<file path="src/rtl/fn_comparador_pkg.sv">
// Shared definitions for the serial branch comparator: RV32I funct3 codes,
// FSM state encoding and the result mapping from (menor, igual) to Y.
package fn_comparador_pkg;

    localparam logic [2:0] MODO_EQ  = 3'b000;
    localparam logic [2:0] MODO_NE  = 3'b001;
    localparam logic [2:0] MODO_LT  = 3'b100;
    localparam logic [2:0] MODO_GE  = 3'b101;
    localparam logic [2:0] MODO_LTU = 3'b110;
    localparam logic [2:0] MODO_GEU = 3'b111;

    typedef enum logic [1:0] {
        LIBRE     = 2'd0,
        COMPARA   = 2'd1,
        RESULTADO = 2'd2
    } estado_t;

    // Signed modes are turned into unsigned compares by flipping both MSBs
    function automatic logic es_con_signo(input logic [2:0] m);
        return (m == MODO_LT) || (m == MODO_GE);
    endfunction

    // Returns {err_modo, Y}; invalid codes give Y=0 and flag the error
    function automatic logic [1:0] resultado(input logic [2:0] m,
                                             input logic       menor,
                                             input logic       igual);
        logic [1:0] r;
        case (m)
            MODO_EQ:            r = {1'b0, igual};
            MODO_NE:            r = {1'b0, ~igual};
            MODO_LT, MODO_LTU:  r = {1'b0, menor};
            MODO_GE, MODO_GEU:  r = {1'b0, ~menor};
            default:            r = 2'b10;
        endcase
        return r;
    endfunction

endpackage

</file>
<file path="src/rtl/fn_comparador_tramo.sv">
// Combinational unsigned compare of one PASO-wide chunk.
module fn_comparador_tramo #(
    parameter int PASO = 8
) (
    input  logic [PASO-1:0] a,
    input  logic [PASO-1:0] b,
    output logic            menor,
    output logic            igual
);

    // Chunk relation, evaluated every cycle on the selected chunk
    always_comb begin
        menor = (a < b);
        igual = (a == b);
    end

endmodule

</file>
<file path="src/rtl/fn_comparador_serie.sv">
// Serial branch comparator: walks the operands PASO bits per cycle from the
// MSB end and stops at the first differing chunk.
module fn_comparador_serie
    import fn_comparador_pkg::*;
#(
    parameter int ANCHO = 32,
    parameter int PASO  = 8
) (
    input  logic             clk,
    input  logic             nreset,
    input  logic [ANCHO-1:0] a,
    input  logic [ANCHO-1:0] b,
    input  logic [2:0]       modo,
    input  logic             ent_valido,
    output logic             ent_listo,
    output logic             Y,
    output logic             err_modo,
    output logic             sal_valido,
    input  logic             sal_listo
);

    localparam int NTRAMOS = ANCHO / PASO;
    localparam int KW      = (NTRAMOS > 1) ? $clog2(NTRAMOS) : 1;

    estado_t          estado, estado_sig;
    logic [KW-1:0]    k;
    logic [ANCHO-1:0] op_a, op_b;
    logic [2:0]       modo_r;
    logic             menor_r, igual_r;
    logic [PASO-1:0]  tramo_a, tramo_b;
    logic             t_menor, t_igual;
    logic             ultimo;
    logic             acepta;
    logic [ANCHO-1:0] mascara_signo;

    assign acepta        = (estado == LIBRE) && ent_valido;
    assign ultimo        = (int'(k) == NTRAMOS - 1);
    assign mascara_signo = {es_con_signo(modo), {(ANCHO-1){1'b0}}};

    // Single chunk mux: chunk k sits (NTRAMOS-1-k)*PASO bits above the LSB
    always_comb begin
        tramo_a = PASO'(op_a >> ((NTRAMOS - 1 - int'(k)) * PASO));
        tramo_b = PASO'(op_b >> ((NTRAMOS - 1 - int'(k)) * PASO));
    end

    fn_comparador_tramo #(.PASO(PASO)) u_tramo (
        .a     (tramo_a),
        .b     (tramo_b),
        .menor (t_menor),
        .igual (t_igual)
    );

    // State register
    always_ff @(posedge clk or negedge nreset) begin
        if (!nreset) estado <= LIBRE;
        else         estado <= estado_sig;
    end

    // Next-state: early exit on first differing chunk
    always_comb begin
        estado_sig = estado;
        case (estado)
            LIBRE:     if (ent_valido)            estado_sig = COMPARA;
            COMPARA:   if (!t_igual || ultimo)    estado_sig = RESULTADO;
            RESULTADO: if (sal_listo)             estado_sig = LIBRE;
            default:                              estado_sig = LIBRE;
        endcase
    end

    // Chunk index: restarts on acceptance, advances while chunks match
    always_ff @(posedge clk or negedge nreset) begin
        if (!nreset)                                       k <= '0;
        else if (acepta)                                   k <= '0;
        else if (estado == COMPARA && t_igual && !ultimo)  k <= k + 1'b1;
    end

    // Operand capture (sign-adjusted) and chunk verdict; no reset needed
    always_ff @(posedge clk) begin
        if (acepta) begin
            op_a   <= a ^ mascara_signo;
            op_b   <= b ^ mascara_signo;
            modo_r <= modo;
        end
        if (estado == COMPARA) begin
            if (!t_igual) begin
                menor_r <= t_menor;
                igual_r <= 1'b0;
            end else if (ultimo) begin
                menor_r <= 1'b0;
                igual_r <= 1'b1;
            end
        end
    end

    // Outputs decoded from state; Y/err_modo forced low outside RESULTADO
    always_comb begin
        ent_listo  = (estado == LIBRE);
        sal_valido = (estado == RESULTADO);
        {err_modo, Y} = 2'b00;
        if (estado == RESULTADO) {err_modo, Y} = resultado(modo_r, menor_r, igual_r);
    end

endmodule

</file>
<file path="config.mk">
export PLATFORM = sky130hd
export DESIGN_NAME = fn_comparador_serie
export DESIGN_NICKNAME = d
export VERILOG_FILES = /design/src/rtl/fn_comparador_pkg.sv /design/src/rtl/fn_comparador_tramo.sv /design/src/rtl/fn_comparador_serie.sv
export SDC_FILE = /design/constraint.sdc
export NUM_CORES = 1
export LEC_CHECK = 0
export CORE_MARGIN = 1.5
export CORE_UTILIZATION = 52
export CTS_CLUSTER_SIZE = 25
export DETAILED_ROUTE_END_ITERATION = 8
export PLACE_DENSITY = 0.84
export SYNTH_ARGS = -nofsm -noshare
export SYNTH_HDL_FRONTEND = slang
export SYNTH_SLANG_ARGS = --single-unit
</file>
<file path="constraint.sdc">
create_clock -name clk -period 4.6 [get_ports clk]
set_input_delay 0.46 -clock clk [delete_from_list [all_inputs] [get_ports clk]]
set_output_delay 0.46 -clock clk [all_outputs]
set_load 0.02 [all_outputs]
</file>
Yosys cells after proc, flatten, opt, wreduce, memory -nomap -nowiden
Index checks and enable logic that the tools add are counted.
- bits in writable memories: 0
- bits in registers: 73
- ROM bits: 0
- memories: 0
- bits of input ports: 71
- latch bits: 0
- equal/unequal tests: 15
- shifts and indexed selects: 2
- multipliers: 0
- $lt $le $gt $ge: 1
- divide/modulo/power cells: 0
- add/sub/neg operators: 2
- bitwise operators: 4
- mux-type cells: 12
- reduce and logical (&&, ||, !) cells: 14
- operators with widths (operator ; number):
    $shr A32 B32 Y8 ; 2
    $xor A32 B32 Y32 ; 2
    $eq A3 B3 Y1 const B ; 6
    $mux W2 ; 5
    $eq A8 B8 Y1 ; 1
    $lt A8 B8 Y1 ; 1
    $pmux W2 S4 ; 1
    $pmux W2 S3 ; 1
    $mux W1 ; 5
    $eq A2 B1 Y1 const B ; 2
    $ne A2 B1 Y1 const B ; 2
    $ne A2 B2 Y1 const B ; 2
    $reduce_or A2 Y1 ; 2
    $eq A3 B1 Y1 const B ; 1
    $logic_and A1 B1 Y1 ; 3
    $logic_not A3 Y1 ; 1
    $reduce_and A3 Y1 ; 1
    $sub A2 B2 Y3 const A ; 1
    $add A2 B1 Y2 const B ; 1
    $eq A2 B2 Y1 const B ; 1
    $logic_not A1 Y1 ; 2
    $logic_not A2 Y1 ; 1
    $logic_or A1 B1 Y1 ; 2
    $not A1 Y1 ; 2
    2 further kinds ; 2

Depth between registers and ports, before layout
- depth after elaboration: 7
- depth in mapped cells: 9

By module
A second synthesis with hierarchy kept.
- cells, all modules: 152
- area, all modules: 3002.9 sq um
- by module, submodules not included (module ; area each (sq um) ; sequential area each (sq um) ; times used ; cells each):
    fn_comparador_serie ; 2800.2 ; 2172.1 ; 1 ; 125
    fn_comparador_tramo ; 202.7 ; 0.0 ; 1 ; 27

Worst setup path before layout
OpenSTA, ideal clock, no wires.
- path type: flip-flop to flip-flop
- start: register estado[0]
- end: register modo_r[0], enable pin
- arrival: 2.201 ns
- setup time: 0.422 ns
- path slack: 1.977 ns
- data required time: 4.178 ns
- cell stages (with the launch flop): 4
- cell sequence: dfrtp_1 > nor2_1 > nand2_1 > inv_1
- longest elaborated chain between the ends: 2
- RTL lines (element ; line ; text):
    start: declaration ; fn_comparador_serie.sv:25 ; estado_t estado, estado_sig;
    start signal: assignment ; fn_comparador_serie.sv:56 ; else estado <= estado_sig;
    $logic_not A2 Y1 ; -- ;
    net ent_listo ; fn_comparador_serie.sv:15 ; output logic ent_listo,
    $logic_and A1 B1 Y1 ; fn_comparador_serie.sv:36 ; assign acepta = (estado == LIBRE) && ent_valido;
    net acepta ; fn_comparador_serie.sv:33 ; logic acepta;
    end signal: assignment ; fn_comparador_serie.sv:82 ; modo_r <= modo;
    end: declaration ; fn_comparador_serie.sv:28 ; logic [2:0] modo_r;
The timed path passes the listed nets, and every way through them passes these cells.
A chain may end at the register's enable or synchronous reset.

Final worst setup path
- start: register k[0]
- end: register k[0]
- longest elaborated chain between the ends: 6
- elaborated cells between the ends (all ways): 12
- classes of those cells: 2 x add/sub; 2 x eq/ne; 2 x shift; 2 x mux; 4 x reduce/logical
- RTL lines (element ; line ; text):
    start: declaration ; fn_comparador_serie.sv:26 ; logic [KW-1:0] k;
    start signal: assignment ; fn_comparador_serie.sv:74 ; else if (estado == COMPARA && t_igual && !ultimo) k <= k + 1'b1;
    $sub A2 B2 Y3 ; fn_comparador_serie.sv:42, fn_comparador_serie.sv:43 ;
    $shr A32 B32 Y8, on equally long branches ; fn_comparador_serie.sv:42, fn_comparador_serie.sv:43 ;
    $eq A8 B8 Y1 ; fn_comparador_tramo.sv:14 ; igual = (a == b);
    $logic_and A1 B1 Y1 (2 in a row) ; fn_comparador_serie.sv:74 ;
    $reduce_bool A2 Y1 (no line) ; -- ;
Several ways; a longest one is shown, not always the timed one. The select of a mux whose other input is x is not followed.

==> impl_metrics.py <==
metrics = {
    "critical_path": {
        "critical_path_arrival_ns": 3.13,
        "crit_fanout": 18,
        "rr_endpoint": "k[0]",
        "r2r_start": "k[0]",
        "end_kind": "flip-flop",
        "r2r_slack_ns": 1.66,
        "critPathRequiredTime_ns": 4.79,
        "cp-start-kind": "flip-flop",
        "critical_path_class": "flip-flop to flip-flop",
        "r2r_cells": 6,
    },
    "placed_design": {
        "dpl.hpwl_mm": 3.51,
        "io_buffers": 74,
        "routabilityCongestion": 0.741,
    },
    "logic_synthesis": {
        "synth.yosys.seq_area_share": 0.740,
        "syn_nets": 226,
        "yosysTopAreaCellShare": 0.706,
        "synth_edf_count": 69,
        "synthTopCellsByArea": "edfxtp_1 (71%), mux4_2 (12%), ha_1 (3.8%), dfrtp_1 (3.4%), inv_1 (1.3%)",
        "syn_area_per_cell_um2": 20.1,
        "yosysUniqueCellTypes": 26,
        "synth_cells": 146,
        "synth.most_common_cell": "edfxtp_1",
        "ys_warn_count": 0,
        "synth_commonest_cells": "edfxtp_1 (69), mux4_2 (16), inv_1 (10)",
        "synthFlopType": "edfxtp_1",
        "synth-seq-cells": 73,
        "syn-cell-area_mm2": 0.00294,
        "yosysTopAreaCell": "edfxtp_1",
        "async_reset_ff_frac": 0.0548,
    },
    "sta": {
        "setup_viol": 0,
        "hold_viol": 0,
        "rsz0062_at_grt": "no",
        "min_period_over_period": 0.639,
        "tightest_slew_ns": 1.08,
        "clock.fmax_ghz": 0.340,
        "final-max-slew-violation-count": 0,
        "slew_headroom": 0.280,
        "clock_skew_ns": 0.00806,
        "holdWs_ns": 0.324,
        "fin_tns_setup_ns": 0,
        "period_minus_slack_ns": 2.94,
    },
    "hold_path": {
        "hp-class": "input pin to async pin",
    },
    "clock_network": {
        "cts_tree": "yes",
        "post_cts_buffers": 0,
        "cts_resized": 0,
        "cts_buffers": 9,
        "cts.path.max_buffers": 2,
        "insertion_delay_ns": 0.34,
        "cts_hold_buf": 0,
        "clock_sink_count": 73,
        "clkTransAtPathRegs_ns": 0.06,
        "htree_levels": 3,
        "root_buffer": "clkbuf_8",
    },
    "power": {
        "max-vdd-ir-drop_mv": 0.259,
        "p_per_area_mw_per_mm2": 423,
        "switching_power_w": 0.000417,
        "p_clk_frac": 0.248,
        "seqPwrFrac": 0.566,
        "p_int_w": 0.00123,
        "p_sw_frac": 0.253,
        "p_comb_frac": 0.186,
        "leakagePower_nw": 1.34,
    },
    "floorplanning": {
        "initial_core_util": 0.536,
        "die_area_mm2": 0.00610,
        "core_mm2": 0.00547,
        "die_w_um": 78.1,
        "rows": 27,
        "io_pins": 75,
        "die_y_um": 78.1,
    },
    "run_status": {
        "status": "finished clean",
    },
    "job": {
        "maxCapViolations": 0,
    },
    "global_route": {
        "grt_pass1_vias": 1666,
        "grt_pass1_wl_mm": 7.95,
        "grt_max_degree": 38,
        "grt-ovfl-total": 0,
        "grt_usage": 0.181,
        "grt_use_met1": 0.224,
        "top_usage_layer": "met2",
        "antenna_found_initial": 0,
        "met2_usage": 0.302,
        "use_met3": 0.0523,
    },
    "route": {
        "num_vias": 1576,
        "post_drt_wl_per_cell_um": 16.2,
        "viasPerCell": 5.18,
        "ant_nets": 0,
        "drc": 0,
        "drt-total-wl_mm": 4.91,
        "drt_pre_antenna_iters": 6,
        "drt_iter0_markers": 65,
    },
    "layout": {
        "diodes": 0,
        "utilization": 0.713,
        "fin_nets": 308,
        "drive_gt1_frac": 0.147,
        "syn_to_final_growth_pct": 32.9,
    },
}
==> worst max-delay path by stage <==
| stage | from | end | slack (ns) | cells past startpoint |
|---|---|---|---|---|
| after floorplan | estado[0] | modo_r[0] | 1.98 | 3 |
| after global placement | k[0] | menor_r | 1.65 | 6 |
| after detailed placement | k[0] | k[0] | 1.60 | 6 |
| after CTS | k[0] | k[0] | 1.59 | 6 |
| after global routing | k[0] | menor_r | 1.28 | 6 |
| final | k[0] | k[0] | 1.66 | 6 |
==> stage by stage <==
stage / cell area (um2) / cells / total power, W / setup slack [ns]
3_3_place_gp: 3740 / 289 / 0.00125 / 1.65
6_report: 3900 / 304 / 0.00165 / 1.66
2_1_floorplan: 2940 / 146 / 0.00112 / 1.98
3_5_place_dp: 3740 / 289 / 0.00126 / 1.60
4_1_cts: 3900 / 304 / 0.00167 / 1.59
5_1_grt: 3900 / 304 / 0.00173 / 1.28
==> critical path, stage by stage, from the launching register on <==
cell and delay (ns):
dfrtp_1 1.05, mux4_2 0.61, ha_1 0.33, nand4_2 0.19
nor4_4 0.38, xnor2_1 0.16, nor2_1 0.06
==> power by group through the flow <==
stage | Combinational [W] | Sequential (W) | Clock, W
after floorplan | 0.000188 | 0.000936 | 0
after global routing | 0.000341 | 0.000947 | 0.000445
after detailed placement | 0.000311 | 0.000951 | 0
final | 0.000307 | 0.000935 | 0.000409
after global placement | 0.000306 | 0.000941 | 0
after CTS | 0.000313 | 0.000936 | 0.000421
==> placed cells by master, fill, tap and decap left out, drive strengths merged, types with 2 or more instances in the layout <==
cell / Yosys / layout
a21oi: 3 / 3
clkbuf: 0 / 9
clkdlybuf4s50: 0 / 74
clkinv: 0 / 4
clkinvlp: 0 / 2
dfrtp: 4 / 4
edfxtp: 69 / 69
ha: 9 / 9
inv: 10 / 10
mux4: 16 / 16
nand2: 3 / 3
nand2b: 3 / 3
nand4: 2 / 2
nor2: 6 / 6
nor3: 2 / 2
xnor2: 4 / 4
==> flip-flops by register name, summed over array words and instances, names as in the netlist <==
register and count:
modo_r 3, k 2, igual_r 1, estado 2, op_b 32, menor_r 1, op_a 32
==> final cells by class <==
type / count / area [um2]
fillers: 368 / 1570
clock inverters: 6 / 36.3
repair buffers: 75 / 748
multi-input cells: 59 / 693
flip-flops and latches: 73 / 2170
clock buffers: 9 / 124
inverters: 10 / 37.5
well taps: 72 / 90.1
==> cells by family (layout without fill, tap and decap cells) <==
| group | after synthesis | after routing | synth area share |
|---|---|---|---|
| AOI/OAI and AO/OA | 8 | 8 | 0.0166 |
| xor gates and xnor gates | 5 | 5 | 0.0149 |
| muxes | 16 | 16 | 0.123 |
| buffers and inverters | 14 | 100 | 0.0239 |
| adders and majority gates | 9 | 9 | 0.0384 |
| and+or+nand+nor | 21 | 21 | 0.0435 |
| DFF | 73 | 73 | 0.740 |
==> routing by layer <==
| layer | wire length [um] | share of wire | vias to the layer above |
|---|---|---|---|
| li1 | - | - | 744 |
| met1 | 1990 | 0.40 | 762 |
| met2 | 2540 | 0.52 | 63 |
| met3 | 318 | 0.065 | 7 |
| met4 | 67 | 0.014 | 0 |
| met5 | 0 | 0 | - |
Power figures use the tool's default switching activity.
